<file path="config.mk">
export PLATFORM = sky130hd
export DESIGN_NAME = enemy_shell_ctl
export DESIGN_NICKNAME = d
export VERILOG_FILES = /design/src/rtl/enemy_shell_ctl.sv
export SDC_FILE = /design/constraint.sdc
export NUM_CORES = 1
export LEC_CHECK = 0
export CELL_PAD_IN_SITES_DETAIL_PLACEMENT = 2
export CELL_PAD_IN_SITES_GLOBAL_PLACEMENT = 2
export CORE_MARGIN = 10
export CORE_UTILIZATION = 34
export CTS_BUF_LIST = sky130_fd_sc_hd__clkbuf_2
export DETAILED_ROUTE_END_ITERATION = 10
export PLACE_DENSITY = 0.94
export SLEW_MARGIN = 20
export SYNTH_ARGS = -nofsm -noshare
export SYNTH_HDL_FRONTEND = slang
export SYNTH_SLANG_ARGS = --single-unit
export TNS_END_PERCENT = 5
</file>
<file path="constraint.sdc">
create_clock -name clk -period 6.1 [get_ports clk]
set_input_delay 1.22 -clock clk [delete_from_list [all_inputs] [get_ports clk]]
set_output_delay 1.22 -clock clk [all_outputs]
set_load 0.005 [all_outputs]
</file>
<file path="src/rtl/enemy_shell_ctl.sv">
// Enemy shell controller: launches a single shell from the enemy barrel,
// moves it once per frame and detects a hit on our tank. After the shell
// leaves the screen or the hit pulse ends, a frame-counted cooldown blocks
// the next launch.
//
//  state      | meaning
//  -----------+-----------------------------------------------------------
//  S_IDLE     | no shell; a valid fire request launches one
//  S_FLIGHT   | shell moving; hit test, then edge test, then move, per frame
//  S_HIT      | hit flag raised; held until the next frame tick
//  S_COOLDOWN | shell gone; counting frames down before the next launch
module enemy_shell_ctl #(
   parameter int SPEED    = 4,
   parameter int COOLDOWN = 30,
   parameter int H_LIMIT  = 800,
   parameter int V_LIMIT  = 600,
   parameter int HIT_HALF = 16
) (
   input  logic        clk,
   input  logic        rst,
   input  logic        frame_tick,
   input  logic        fire,
   input  logic [2:0]  fire_dir,
   input  logic [9:0]  xpos_enemy,
   input  logic [9:0]  ypos_enemy,
   input  logic [11:0] xpos_us,
   input  logic [11:0] ypos_us,
   output logic [9:0]  xpos_bullet_red,
   output logic [9:0]  ypos_bullet_red,
   output logic [2:0]  direction_from_enemy,
   output logic        tank_enemy_hit_us,
   output logic        busy,
   output logic [3:0]  hit_count
);

   // Counter is wide enough to hold COOLDOWN, and at least one bit when it is 0.
   localparam int CW = $clog2(COOLDOWN + 2);

   localparam logic [2:0]    DIR_NONE  = 3'd0;
   localparam logic [2:0]    DIR_UP    = 3'd1;
   localparam logic [2:0]    DIR_DOWN  = 3'd2;
   localparam logic [2:0]    DIR_RIGHT = 3'd3;
   localparam logic [2:0]    DIR_LEFT  = 3'd4;

   localparam logic [9:0]    STEP      = 10'(SPEED);
   localparam logic [10:0]   STEP_W    = 11'(SPEED);
   localparam logic [10:0]   X_MAX     = 11'(H_LIMIT - 1);
   localparam logic [10:0]   Y_MAX     = 11'(V_LIMIT - 1);
   localparam logic [12:0]   HIT_W     = 13'(HIT_HALF);
   localparam logic [CW-1:0] CD_LOAD   = CW'(COOLDOWN);
   localparam logic [CW-1:0] CD_ONE    = CW'(1);
   localparam logic [3:0]    HITS_MAX  = 4'hF;

   typedef enum logic [1:0] {
      S_IDLE,
      S_FLIGHT,
      S_HIT,
      S_COOLDOWN
   } state_t;

   state_t          state_q, state_d;
   logic [9:0]      x_q, x_d;
   logic [9:0]      y_q, y_d;
   logic [2:0]      dir_q, dir_d;
   logic            hit_q, hit_d;
   logic            busy_q, busy_d;
   logic [3:0]      hits_q, hits_d;
   logic [CW-1:0]   cd_q, cd_d;

   logic signed [12:0] dx, dy;
   logic [12:0]        adx, ady;
   logic               near_us;
   logic [10:0]        x_ext, y_ext;
   logic               off_screen;
   logic [9:0]         x_mv, y_mv;
   logic               fire_ok;

   // Distance to our tank (signed, position zero-extended) and hit-box test.
   always_comb begin
      dx      = $signed({3'b000, x_q}) - $signed({1'b0, xpos_us});
      dy      = $signed({3'b000, y_q}) - $signed({1'b0, ypos_us});
      adx     = dx[12] ? 13'(-dx) : 13'(dx);
      ady     = dy[12] ? 13'(-dy) : 13'(dy);
      near_us = (adx <= HIT_W) && (ady <= HIT_W);
   end

   // Candidate next position and whether that move would leave the screen.
   always_comb begin
      x_ext      = {1'b0, x_q};
      y_ext      = {1'b0, y_q};
      off_screen = 1'b0;
      x_mv       = x_q;
      y_mv       = y_q;
      case (dir_q)
         DIR_UP: begin
            off_screen = y_ext < STEP_W;
            y_mv       = y_q - STEP;
         end
         DIR_DOWN: begin
            off_screen = (y_ext + STEP_W) > Y_MAX;
            y_mv       = y_q + STEP;
         end
         DIR_RIGHT: begin
            off_screen = (x_ext + STEP_W) > X_MAX;
            x_mv       = x_q + STEP;
         end
         DIR_LEFT: begin
            off_screen = x_ext < STEP_W;
            x_mv       = x_q - STEP;
         end
         // A flying shell always carries a valid direction; treat anything
         // else as having left the screen so the FSM cannot stall.
         default: off_screen = 1'b1;
      endcase
   end

   assign fire_ok = fire && (fire_dir >= DIR_UP) && (fire_dir <= DIR_LEFT);

   // Next-state and next-output logic; every output is registered below.
   always_comb begin
      state_d = state_q;
      x_d     = x_q;
      y_d     = y_q;
      dir_d   = dir_q;
      hit_d   = hit_q;
      hits_d  = hits_q;
      cd_d    = cd_q;
      case (state_q)
         S_IDLE: begin
            // A frame tick in the launch cycle does not move the shell.
            if (fire_ok) begin
               state_d = S_FLIGHT;
               x_d     = xpos_enemy;
               y_d     = ypos_enemy;
               dir_d   = fire_dir;
            end
         end
         S_FLIGHT: begin
            if (frame_tick) begin
               if (near_us) begin
                  state_d = S_HIT;
                  hit_d   = 1'b1;
                  dir_d   = DIR_NONE;
                  if (hits_q != HITS_MAX) begin
                     hits_d = hits_q + 4'd1;
                  end
               end else if (off_screen) begin
                  state_d = S_COOLDOWN;
                  dir_d   = DIR_NONE;
                  cd_d    = CD_LOAD;
               end else begin
                  x_d = x_mv;
                  y_d = y_mv;
               end
            end
         end
         S_HIT: begin
            if (frame_tick) begin
               state_d = S_COOLDOWN;
               hit_d   = 1'b0;
               cd_d    = CD_LOAD;
            end
         end
         S_COOLDOWN: begin
            if (frame_tick) begin
               if (cd_q <= CD_ONE) begin
                  state_d = S_IDLE;
                  cd_d    = '0;
               end else begin
                  cd_d = cd_q - CD_ONE;
               end
            end
         end
         default: begin
            state_d = S_IDLE;
            dir_d   = DIR_NONE;
            hit_d   = 1'b0;
            cd_d    = '0;
         end
      endcase
      busy_d = (state_d != S_IDLE);
   end

   // State and output registers with asynchronous reset.
   always_ff @(posedge clk or posedge rst) begin
      if (rst) begin
         state_q <= S_IDLE;
         x_q     <= '0;
         y_q     <= '0;
         dir_q   <= DIR_NONE;
         hit_q   <= 1'b0;
         busy_q  <= 1'b0;
         hits_q  <= '0;
         cd_q    <= '0;
      end else begin
         state_q <= state_d;
         x_q     <= x_d;
         y_q     <= y_d;
         dir_q   <= dir_d;
         hit_q   <= hit_d;
         busy_q  <= busy_d;
         hits_q  <= hits_d;
         cd_q    <= cd_d;
      end
   end

   assign xpos_bullet_red      = x_q;
   assign ypos_bullet_red      = y_q;
   assign direction_from_enemy = dir_q;
   assign tank_enemy_hit_us    = hit_q;
   assign busy                 = busy_q;
   assign hit_count            = hits_q;

endmodule

</file>
## Word-level counts from Yosys, hierarchy flattened

Index checks and enable logic that the tools add are counted.

| word-level totals | value |
|---|---|
| output and inout bits | 29 |
| bits in registers | 36 |
| input bits | 51 |
| word-level logic and storage cells | 101 |

| operators by class | value |
|---|---|
| order comparisons | 9 |
| muxes and demuxes | 39 |
| $add $sub $neg | 12 |
| eq/ne operators | 19 |
| reductions and logical operators | 14 |

Operator list:

| cell | number |
|---|---|
| $mux 10 | 8 |
| $pmux 10 s2 | 4 |
| $mux 5 | 6 |
| $le 13x5->1 const B | 2 |
| $mux 13 | 2 |
| $neg 13->13 | 2 |
| $sub 10x12->13 | 2 |
| $add 10x3->11 const B | 2 |
| $gt 11x10->1 const B | 2 |
| $add 10x3->10 const B | 2 |
| $lt 10x3->1 const B | 2 |
| $sub 10x3->10 const B | 2 |
| $reduce_and 6->1 | 3 |
| $ne 2x2->1 const B | 8 |
| $pmux 5 s3 | 1 |
| $mux 2 | 7 |
| $mux 3 | 4 |
| $reduce_and 4->1 | 3 |
| $ne 3x3->1 const B | 3 |
| $pmux 2 s4 | 1 |
| $eq 3x2->1 const B | 2 |
| $pmux 3 s2 | 1 |
| $reduce_bool 2->1 | 3 |
| $le 5x1->1 const B | 1 |
| other kinds (15) | 20 |

## Longest topological paths before layout

| logic depth | value |
|---|---|
| depth after elaboration | 9 |
| gate-level depth with buffers | 16 |
| depth with buffers taken out | 15 |

## Worst setup path before layout

Ideal clock, no wire load.

| timing | value |
|---|---|
| path type | input to register |
| from | input port xpos_us[0] |
| to | register hits_q[3], in the netlist hit_count[3] |
| cell stages on the path | 14 |
| library setup time | 0.127 ns |
| setup slack | 1.718 ns |
| data required time | 5.973 ns |
| arrival | 4.254 ns |
| buffers on the path | 0 |
| cell sequence | ha_1 inv_1 fa_1 a21oi_2 o221a_4 mux2i_1 a32oi_1 nand3_1 or4_1 a211oi_2 nand4_2 nor3_4 nand4_1 mux2_1 |

| between the ends | value |
|---|---|
| longest elaborated chain between the ends | 6 |

Ends and longest elaborated chain:

| element | line | source |
|---|---|---|
| from (decl) | 26 | `input logic [11:0] xpos_us,` |
| $sub 10x12->13 * | 80 | `dx = $signed({3'b000, x_q}) - $signed({1'b0, xpos_us});` |
| $neg 13->13 | 82 | `adx = dx[12] ? 13'(-dx) : 13'(dx);` |
| $mux 13 * | 82 |  |
| $le 13x5->1 * | 84 | `near_us = (adx <= HIT_W) && (ady <= HIT_W);` |
| $logic_and 1x1->1 * | 84 |  |
| $reduce_and 4->1 (no source line) * | - |  |
| to (signal assigned) | 202 | `hits_q <= hits_d;` |
| to (decl) | 67 | `logic [3:0] hits_q, hits_d;` |

Mark *: on every way between the ends. The rest lies on a longest branch, timed or not.
A chain may end at the register's enable or synchronous reset.

## Worst setup path after layout

| timing | value |
|---|---|
| from | input port xpos_us[0] |
| to | register cd_q[3] |

| between the ends | value |
|---|---|
| longest elaborated chain between the ends | 7 |

Ends and longest elaborated chain:

| element | line | source |
|---|---|---|
| $sub 10x12->13 * | 80 |  |
| $neg 13->13 | 82 |  |
| $mux 13 * | 82 |  |
| $le 13x5->1 * | 84 |  |
| $logic_and 1x1->1 * | 84 |  |
| $ne 2x2->1 (no source line) * | - |  |
| $reduce_and 6->1 (no source line) * | - |  |
| to (signal assigned) | 194 | `cd_q <= '0;` |
| to (signal assigned) | 203 | `cd_q <= cd_d;` |
| to (decl) | 68 | `logic [CW-1:0] cd_q, cd_d;` |

Marked as above.

==> flow_summary_export.csv <==
group,metric,value,unit
hold_path,whs_path_depth,1,
floorplan,die_x,134,um
grt,grt-ovfl-total,0,
cts,cts_max_level,2,
power_and_ir_drop,clock_power_share,5.2,%
final_layout,final_common_cell,"clkdlybuf4s50_1",
timing,setup_viol_count_final,0,
drt,routedWlPerCell,21.8,um
synthesis,yosysTopAreaCellShare,20.4,%
synthesis,synth_cells,578,
worst_setup_path,r2r_slack,1700,ps
cts,cts_setup_buffers,0,
worst_setup_path,reg2reg_from,"ypos_bullet_red[0]",
timing,hold_viol,0,
synthesis,synth-seq-area-share,20.4,%
cts,clock_sinks,36,
grt,grtUsageTotal,19.3,%
cts,clock_latency,470,ps
cts,hold_buffers,0,
drt,drtAntennaViolNets,0,
worst_setup_path,worstSetupPathType,"in -> reg",
worst_setup_path,reg2reg_depth,13,
floorplan,initial_utilization,34.8,%
synthesis,yosysUniqueCellTypes,83,
synthesis,synth_area,4410,sq um
final_layout,nets,723,
timing,rsz0062_at_grt,"no",
worst_setup_path,crit_arrival,5420,ps
grt,antenna_found_initial,0,
power_and_ir_drop,p_leak,2.16,nW
final_layout,ff_latch_area,901,sq um
synthesis,synth_area_per_cell,7.64,sq um
cts,cts_made_buffers,5,
worst_setup_path,critPathMaxFanout,8,
final_layout,final_cell_mix,"clkdlybuf4s50_1 (79), nand2_1 (47), o21ai_0 (44), nor2_1 (44), inv_1 (42)",
cts,cts_tree,"yes",
synthesis,ys_seq_elements,36,
grt,grt_max_degree,37,
placement,post-place-ws,528,ps
timing,tightest_slew,1090,ps
placement,hpwl,14.3,mm
timing,slew_viol_final,0,
cts,clockBufferDepth,2,
grt,grt_pass1_vias,5440,
synthesis,ys_warn_count,0,
drt,vias_per_cell,6.02,
synthesis,synth_ff_type,"dfrtp_1",
grt,grt_pass1_wl,28.9,mm
timing,clock.fmax,0.196,GHz
hold_path,worstHoldPathType,"reg -> reg",
floorplan,rows,41,
power_and_ir_drop,seq_power_share,23.1,%
worst_setup_path,end_kind,"flip-flop",
power_and_ir_drop,swShare,54.8,%
drt,wirelength,17.7,mm
hold_path,hold_path_end,"hit_count[0]",
drt,via_count,4893,
flow_run,cap_violations,0,
synthesis,syn_nets,660,
synthesis,synth.top_cells.by_area,"dfrtp_1 (20%), ha_1 (8.2%), o21ai_0 (5.0%)",
worst_setup_path,worstSetupStartpointType,"input port",
timing,relSlewSlack,27.3,%
synthesis,async_reset_ff_share,100,%
timing,finalCritPeriodShare,83.8,%
cts,ctsResizeCount,0,
timing,setup-tns-final,0,ps
synthesis,yosysTopAreaCell,"dfrtp_1",
drt,drt_iter0_drc,349,
placement,gp_congestion,0.890,
cts,clk_pin_slew,190,ps
floorplan,dieHeight,134,um
timing,finalWorstSetupSlack,988,ps
final_layout,multi_input_area,3250,sq um
worst_setup_path,required,6410,ps
floorplan,core,12700,sq um
power_and_ir_drop,p_int,1.04,mW
drt,route.detailed.drc,0,
hold_path,min_from,"hit_count[0]",
cts,root_buffer,"clkbuf_2",
floorplan,dieArea,17900,sq um
worst_setup_path,r2r-end,"cd_q[3]",
timing,clock_skew,39.5,ps
floorplan,io_pins,80,
placement,portBuffers,79,
power_and_ir_drop,power.net_switching,1.26,mW
final_layout,nFillCells,1458,
timing,period_minus_slack,5110,ps
status,outcome,"completed",
timing,whs,588,ps
synthesis,synth-edff-count,0,
drt,dr.pass1.iters,4,
power_and_ir_drop,power.share.combinational,71.7,%
final_layout,drive_gt1_share,5.15,%
power_and_ir_drop,cellPowerDensity,428,nW/um^2
power_and_ir_drop,ir_drop,0.123,mV
final_layout,area_growth,21.4,%
final_layout,diodes,0,
==> cell usage after synthesis, types with 6 or more instances <==
cell type and instances:
o21ai_0 44, nand2b_1 9, a211oi_1 9, xnor2_1 15, a21oi_1 37, o31ai_1 7
nor2_1 44, a31oi_1 8, nand2_1 47, a21o_1 9, nand4_1 10, and2_1 9
ha_1 29, o22ai_1 9, nand3_1 24, clkbuf_1 15, nor3_1 15, mux2i_1 10
o21a_1 7, and3_1 8, dfrtp_1 36, a22oi_1 6, or3_1 10, inv_1 42
==> state kept, by name, indices dropped and copies added, names as in the netlist <==
| signal | cells |
|---|---|
| hit_count | 4 |
| busy | 1 |
| xpos_bullet_red | 10 |
| ypos_bullet_red | 10 |
| cd_q | 5 |
| direction_from_enemy | 3 |
| state_q | 2 |
| tank_enemy_hit_us | 1 |
==> layer usage <==
layer	vias up	part of all wire [%]	GRT usage [%]
li1	2293	-	-
met1	2491	42	22.3
met2	85	53	36.2
met3	24	2.9	2.61
met4	0	1.6	5.02
met5	-	0	0
==> metrics by stage <==
step	utilization, %	total power, mW	instance area, sq um	cells
after floorplan	-	1.59	4410	578
after global placement	42.0	2.03	5320	806
after detailed placement	42.0	2.17	5320	806
after CTS	42.2	2.30	5350	813
after global routing	42.3	2.50	5360	813
final	42.3	2.29	5360	813
==> worst max-delay path by stage <==
| stage | endpoint | from | slack, ps | cells past startpoint |
|---|---|---|---|---|
| 2_1_floorplan | hit_count[3] | xpos_us[0] | 1720 | 14 |
| 3_3_place_gp | hit_count[1] | xpos_us[0] | 800 | 15 |
| 3_5_place_dp | cd_q[3] | xpos_us[0] | 530 | 14 |
| 4_1_cts | cd_q[3] | xpos_us[0] | 1040 | 14 |
| 5_1_grt | cd_q[3] | xpos_us[0] | 700 | 14 |
| 6_report | cd_q[3] | xpos_us[0] | 990 | 14 |
==> kinds of logic after synthesis <==
family | synth area share, %
flip-flops | 20.4
adder cells (fa/ha/maj) | 9.13
AO/OA/AOI/OAI | 30.8
buffers and inverters | 6.24
multiplexers | 3.80
AND/OR/NAND/NOR | 25.7
XOR/XNOR | 3.97
==> power by group through the flow <==
| stage | sequential [mW] | clock (mW) | combinational (mW) |
|---|---|---|---|
| finish | 0.529 | 0.119 | 1.64 |
| global route | 0.548 | 0.130 | 1.82 |
| detailed placement | 0.533 | 0 | 1.64 |
| global placement | 0.518 | 0 | 1.51 |
| floorplan | 0.426 | 0 | 1.17 |
| CTS | 0.526 | 0.123 | 1.65 |
==> cell type report <==
type / instances / share of cell area [%]
clock buffers: 5 / 0.467
clock inverters: 2 / 0.140
inverters: 42 / 2.94
multi-input cells: 475 / 60.6
flip-flops and latches: 36 / 16.8
well taps: 172 / 4.02
repair buffers: 81 / 15.0
==> worst max-delay path, cell delays in order <==
cell and delay, ps:
clkdlybuf4s50_1 510, ha_1 180, inv_1 60, fa_1 460, a21oi_2 290, o221a_4 280
xnor2_1 160, a211oi_2 310, nand3_1 150, or4_1 440, a211oi_2 290, nand4_2 290
a21oi_1 520, o21ai_0 250
(Power assumes the default switching activity.)
